## config.mk

```make
export PLATFORM = sky130hd
export DESIGN_NAME = uart_fifo_access_ctrl
export DESIGN_NICKNAME = d
export VERILOG_FILES = /design/src/rtl/uart_fifo_access_ctrl.sv
export SDC_FILE = /design/constraint.sdc
export NUM_CORES = 1
export LEC_CHECK = 0
export ABC_AREA = 1
export CAP_MARGIN = 20
export CELL_PAD_IN_SITES_DETAIL_PLACEMENT = 1
export CELL_PAD_IN_SITES_GLOBAL_PLACEMENT = 2
export CORE_ASPECT_RATIO = 1.25
export CORE_MARGIN = 1.5
export CORE_UTILIZATION = 19
export CTS_CLUSTER_DIAMETER = 150
export DETAILED_ROUTE_END_ITERATION = 7
export PLACE_DENSITY = 0.84
export SETUP_SLACK_MARGIN = 0.15
export SYNTH_ARGS = -nofsm -noshare
export SYNTH_HDL_FRONTEND = slang
export SYNTH_SLANG_ARGS = --single-unit
```

## constraint.sdc

```tcl
create_clock -name clk_i -period 2.2 [get_ports clk_i]
set_input_delay 0.33 -clock clk_i [delete_from_list [all_inputs] [get_ports clk_i]]
set_output_delay 0.33 -clock clk_i [all_outputs]
set_load 0.01 [all_outputs]
```

## src/rtl/uart_fifo_access_ctrl.sv

```systemverilog
`default_nettype none
// ============================================================================
// Module   : uart_fifo_access_ctrl
// Purpose  : Arbitrates two producers onto one UART FIFO write port. Runs a
//            single-outstanding read engine and a drain-to-empty flush.
// Revision : 1.0  initial release
// ============================================================================
module uart_fifo_access_ctrl #(
    parameter int RD_LATENCY = 2
) (
    input  logic       clk_i,
    input  logic       rst_i,
    input  logic       wr0_req_i,
    input  logic [7:0] wr0_data_i,
    output logic       wr0_gnt_o,
    input  logic       wr1_req_i,
    input  logic [7:0] wr1_data_i,
    output logic       wr1_gnt_o,
    input  logic       rd_req_i,
    output logic       rd_ack_o,
    output logic [7:0] rd_data_o,
    output logic       rd_valid_o,
    input  logic       flush_req_i,
    output logic       flush_busy_o,
    output logic [7:0] fifo_wdata_o,
    output logic       fifo_wrb_o,
    output logic       fifo_rdb_o,
    input  logic [7:0] fifo_rdata_i,
    input  logic       fifo_full_i,
    input  logic       fifo_empty_i
);

    localparam int          C_LAT_W    = 3;
    localparam logic [2:0]  C_LAT_LOAD = C_LAT_W'(RD_LATENCY - 1);

    localparam logic [1:0]  C_IDLE  = 2'd0;
    localparam logic [1:0]  C_WAIT  = 2'd1;
    localparam logic [1:0]  C_FLUSH = 2'd2;

    logic [1:0]         state_q,      state_d;
    logic [C_LAT_W-1:0] lat_cnt_q,    lat_cnt_d;
    logic               rr_last_q,    rr_last_d;
    logic               rd_valid_q,   rd_valid_d;
    logic [7:0]         rd_data_q,    rd_data_d;
    logic               flush_pend_q, flush_pend_d;

    logic               w_wr_eligible;
    logic               w_gnt0;
    logic               w_gnt1;
    logic               w_rd_accept;

    // ------------------------------------------------------------------------
    // Write arbiter
    // ------------------------------------------------------------------------
    assign w_wr_eligible = !rst_i && !fifo_full_i && (state_q != C_FLUSH) && !flush_pend_q;

    always_comb begin
        w_gnt0 = 1'b0;
        w_gnt1 = 1'b0;
        if (w_wr_eligible) begin
            if (wr0_req_i && wr1_req_i) begin
                // Tie goes to whichever port did not win last time.
                if (rr_last_q) begin
                    w_gnt0 = 1'b1;
                end else begin
                    w_gnt1 = 1'b1;
                end
            end else begin
                w_gnt0 = wr0_req_i;
                w_gnt1 = wr1_req_i;
            end
        end
    end

    always_comb begin
        rr_last_d = rr_last_q;
        if (w_gnt0) begin
            rr_last_d = 1'b0;
        end else if (w_gnt1) begin
            rr_last_d = 1'b1;
        end
    end

    assign wr0_gnt_o    = w_gnt0;
    assign wr1_gnt_o    = w_gnt1;
    assign fifo_wrb_o   = !(w_gnt0 || w_gnt1);
    assign fifo_wdata_o = w_gnt1 ? wr1_data_i : wr0_data_i;

    // A read following a delivered byte waits one cycle past the rd_valid pulse.
    assign w_rd_accept = (state_q == C_IDLE) && rd_req_i && !fifo_empty_i &&
                         !flush_pend_q && !rd_valid_q;

    // ------------------------------------------------------------------------
    // Read / flush FSM: state register
    // ------------------------------------------------------------------------
    always_ff @(posedge clk_i) begin
        if (rst_i) begin
            state_q      <= C_IDLE;
            lat_cnt_q    <= '0;
            rr_last_q    <= 1'b1;
            rd_valid_q   <= 1'b0;
            rd_data_q    <= 8'h00;
            flush_pend_q <= 1'b0;
        end else begin
            state_q      <= state_d;
            lat_cnt_q    <= lat_cnt_d;
            rr_last_q    <= rr_last_d;
            rd_valid_q   <= rd_valid_d;
            rd_data_q    <= rd_data_d;
            flush_pend_q <= flush_pend_d;
        end
    end

    // ------------------------------------------------------------------------
    // Read / flush FSM: next state
    // ------------------------------------------------------------------------
    always_comb begin
        state_d      = state_q;
        lat_cnt_d    = lat_cnt_q;
        rd_valid_d   = 1'b0;
        rd_data_d    = rd_data_q;
        flush_pend_d = flush_pend_q || (flush_req_i && (state_q != C_FLUSH));

        case (state_q)
            C_IDLE: begin
                if (flush_pend_q) begin
                    state_d      = C_FLUSH;
                    flush_pend_d = 1'b0;
                end else if (w_rd_accept) begin
                    state_d   = C_WAIT;
                    lat_cnt_d = C_LAT_LOAD;
                end
            end
            C_WAIT: begin
                if (lat_cnt_q == '0) begin
                    rd_data_d  = fifo_rdata_i;
                    rd_valid_d = 1'b1;
                    if (flush_pend_q) begin
                        state_d      = C_FLUSH;
                        flush_pend_d = 1'b0;
                    end else begin
                        state_d = C_IDLE;
                    end
                end else begin
                    lat_cnt_d = lat_cnt_q - 3'd1;
                end
            end
            C_FLUSH: begin
                if (fifo_empty_i) begin
                    state_d = C_IDLE;
                end
            end
            default: begin
                state_d = C_IDLE;
            end
        endcase
    end

    // ------------------------------------------------------------------------
    // Read / flush FSM: outputs
    // ------------------------------------------------------------------------
    always_comb begin
        rd_ack_o   = 1'b0;
        fifo_rdb_o = 1'b1;
        if (!rst_i) begin
            case (state_q)
                C_IDLE: begin
                    if (w_rd_accept) begin
                        rd_ack_o   = 1'b1;
                        fifo_rdb_o = 1'b0;
                    end
                end
                C_FLUSH: begin
                    fifo_rdb_o = fifo_empty_i;
                end
                default: begin
                    fifo_rdb_o = 1'b1;
                end
            endcase
        end
    end

    assign flush_busy_o = !rst_i && (flush_pend_q || (state_q == C_FLUSH));
    assign rd_valid_o   = rd_valid_q;
    assign rd_data_o    = rd_data_q;

endmodule
`default_nettype wire
```

==> results.json <==
{
  "status": "finished, final reports clean",
  "path_delay_family": "buffers and inverters",
  "crit_type": "in2out",
  "syn2layout_area_growth_pct": 79.6,
  "finalHoldViolCount": 0,
  "yosysTopAreaCell": "dfxtp_1",
  "drive_gt1_share_pct": 13.6,
  "cts_root_buffer": "clkbuf_8",
  "finalWeightedCongestion": 0.734,
  "synth_area_sq_um": 891,
  "clock-sinks": 16,
  "ant_nets": 0,
  "grt_usage_pct": 11.0,
  "dp_hpwl_um": 2030,
  "required_ns": 1.87,
  "fmax_mhz": 520,
  "power_density_nw_per_um2": 498,
  "period_minus_slack_ns": 1.92,
  "die-width_um": 64.2,
  "cts_tree": "built",
  "cts_buffers": 3,
  "slew_headroom_pct": 86.0,
  "leakagePower_nw": 0.755,
  "finalCritPeriodShare_pct": 87.5,
  "core_sq_um": 4460,
  "routed_wl_um": 2620,
  "routedWlPerCell_um": 10.2,
  "critPathLaunch": "fifo_full_i",
  "h-tree-depth": 1,
  "cap_viol_max_count": 0,
  "first_pass_iters": 2,
  "cp_max_fo": 6,
  "worstSkewPairLatency_ns": 0.25,
  "cts.reportedPaths.clkPinSlew_ns": 0.06,
  "die_h_um": 79.6,
  "design_area_sq_um": 1600,
  "synth.avg_cell_area_sq_um": 6.55,
  "dieArea_sq_um": 5110,
  "power.total_mw": 0.797,
  "finalMaxSlewViolations": 0,
  "num_rows": 27,
  "grt_pass1_wl_um": 4460,
  "yosysSeqAreaShare_pct": 36.0,
  "r2r_start": "lat_cnt_q[0]",
  "drt-initial-drc-count": 27,
  "grt-ovfl-total": 0,
  "initial_core_util_pct": 20.0,
  "placed_area_sq_um": 1540,
  "cp_data_arrival_time_ns": 1.59,
  "hold_class": "reg2reg",
  "worstMarginPinSlew_ns": 0.209,
  "worstHoldStart": "lat_cnt_q[1]",
  "insertedDiodeCount": 0,
  "rsz0062_at_grt": "yes",
  "yosys_warnings": 0,
  "slowest_stage": "clkdlybuf4s50_1",
  "grt_max_degree": 12,
  "ys_top_cells_by_area": "dfxtp_1 (36%), nand2_1 (18%), nor2_1 (13%)",
  "fin_skew_ns": 0.00437,
  "syn_nets": 170,
  "syn_inst": 136,
  "critPathMaxStageDelay_ns": 0.51,
  "portBuffers": 54,
  "cp-start-kind": "primary input",
  "drc": 0,
  "cts_buffer_depth": 2,
  "pin_count": 55,
  "nets": 234,
  "critPathBufInv": 4,
  "viasPerCell": 4.08,
  "grt_pass1_vias": 1073,
  "end_kind": "output port",
  "synth_cell_types": 19,
  "crit_chain": "clkdlybuf4s50_1, nor2_4, nand3_4, clkinv_4, buf_12, nand2_1, nand2_1, dlygate4sd2_1",
  "synth_top_area_share_pct": 36.0,
  "antenna_found_initial": 0,
  "setup_violations": 0,
  "cpMostUsedCell": "nand2_1",
  "ir_drop_mv": 0.249,
  "synth-seq-cells": 16,
  "vias": 1045
}
-- where the power goes --
part           leakage [nW]  internal, mW  switching (mW)
clock                0.0216         0.122           0.100
combinational         0.602         0.135           0.115
sequential            0.131         0.312          0.0131
-- placed cells by master (no fill, tap or decap), drive strengths merged --
cell	count
ha	2
buf	7
inv	14
dlymetal6s2s	2
nand3b	1
clkbuf	3
dlygate4sd2	13
a21oi	4
clkdlybuf4s50	39
dfxtp	16
nor2	34
nand4	1
xnor2	1
clkinv	2
nand2	44
nand3	4
o21ai	11
-- path summary, 6_finish.rpt --
kind	cells past startpoint	end	slack, ns
max	8	fifo_wdata_o[0]	0.28
min	2	lat_cnt_q[1]	0.51
max reg2reg	8	lat_cnt_q[0]	0.91
min reg2reg	2	lat_cnt_q[1]	0.51
-- timing repair --
action,4_1_cts,5_1_grt
gates resized for setup,16,2
pin swaps,1,0
setup endpoints to repair,13,2
buffers inserted,1,1
hold buffers,0,0
-- worst reg2reg max path, stage by stage (launching register included) --
cell and delay [ns]:
dfxtp_1 0.35, inv_1 0.07, ha_1 0.19, nand2_1 0.14, nand2_1 0.13, nand2_2 0.12
inv_2 0.06, nor2_1 0.09, nor2_1 0.05
-- layer usage --
metal,track usage [%],vias up,routed length (um)
li1,-,538,-
met1,12.6,461,1120
met2,18.3,42,1200
met3,2.54,4,227
met4,7.02,0,72
met5,0,-,0
-- per-stage QoR --
step | hold WS (ns) | utilization [%] | instances | setup TNS [ns] | setup slack [ns]
floorplan | 0.465 | - | 136 | 0 | 0.827
global placement | 0.494 | 34.5 | 251 | -0.404 | -0.0588
detailed placement | 0.499 | 34.5 | 251 | -0.589 | -0.0796
CTS | 0.517 | 35.3 | 255 | 0 | 0.0654
global route | 0.551 | 35.9 | 256 | 0 | 0.141
finish | 0.509 | 35.9 | 256 | 0 | 0.275
-- final cells by class --
class	instances	area (sq um)
Timing Repair Buffer	61	607
Multi-Input combinational cell	102	488
Sequential cell	16	322
Clock buffer	3	41.3
Tap cell	58	72.6
Fill cell	577	2860
Inverter	16	70.1
-- cells in the mapped netlist, drive strengths merged --
master  number
dfxtp       16
a21oi        4
nand2       44
xnor2        1
nor2        34
nand3        4
inv         14
nand4        1
nand3b       1
ha           2
buf          2
clkinv       2
o21ai       11
-- sequential cells by signal, indices dropped and copies added (netlist names) --
signal / flops
flush_pend_q: 1
lat_cnt_q: 3
rd_data_o: 8
rd_valid_o: 1
rr_last_q: 1
state_q: 2
-- kinds of logic (layout without fill, tap and decap cells) --
logic type | count (synthesis) | in the layout | synth area share, %
xor+xnor | 1 | 1 | 0.983
compound gates | 15 | 15 | 8.43
buf+inv | 18 | 80 | 9.55
flops | 16 | 16 | 36.0
fa+ha+maj | 2 | 2 | 2.81
simple gates | 84 | 84 | 42.3
No activity file was read; power rests on OpenSTA's default activity.
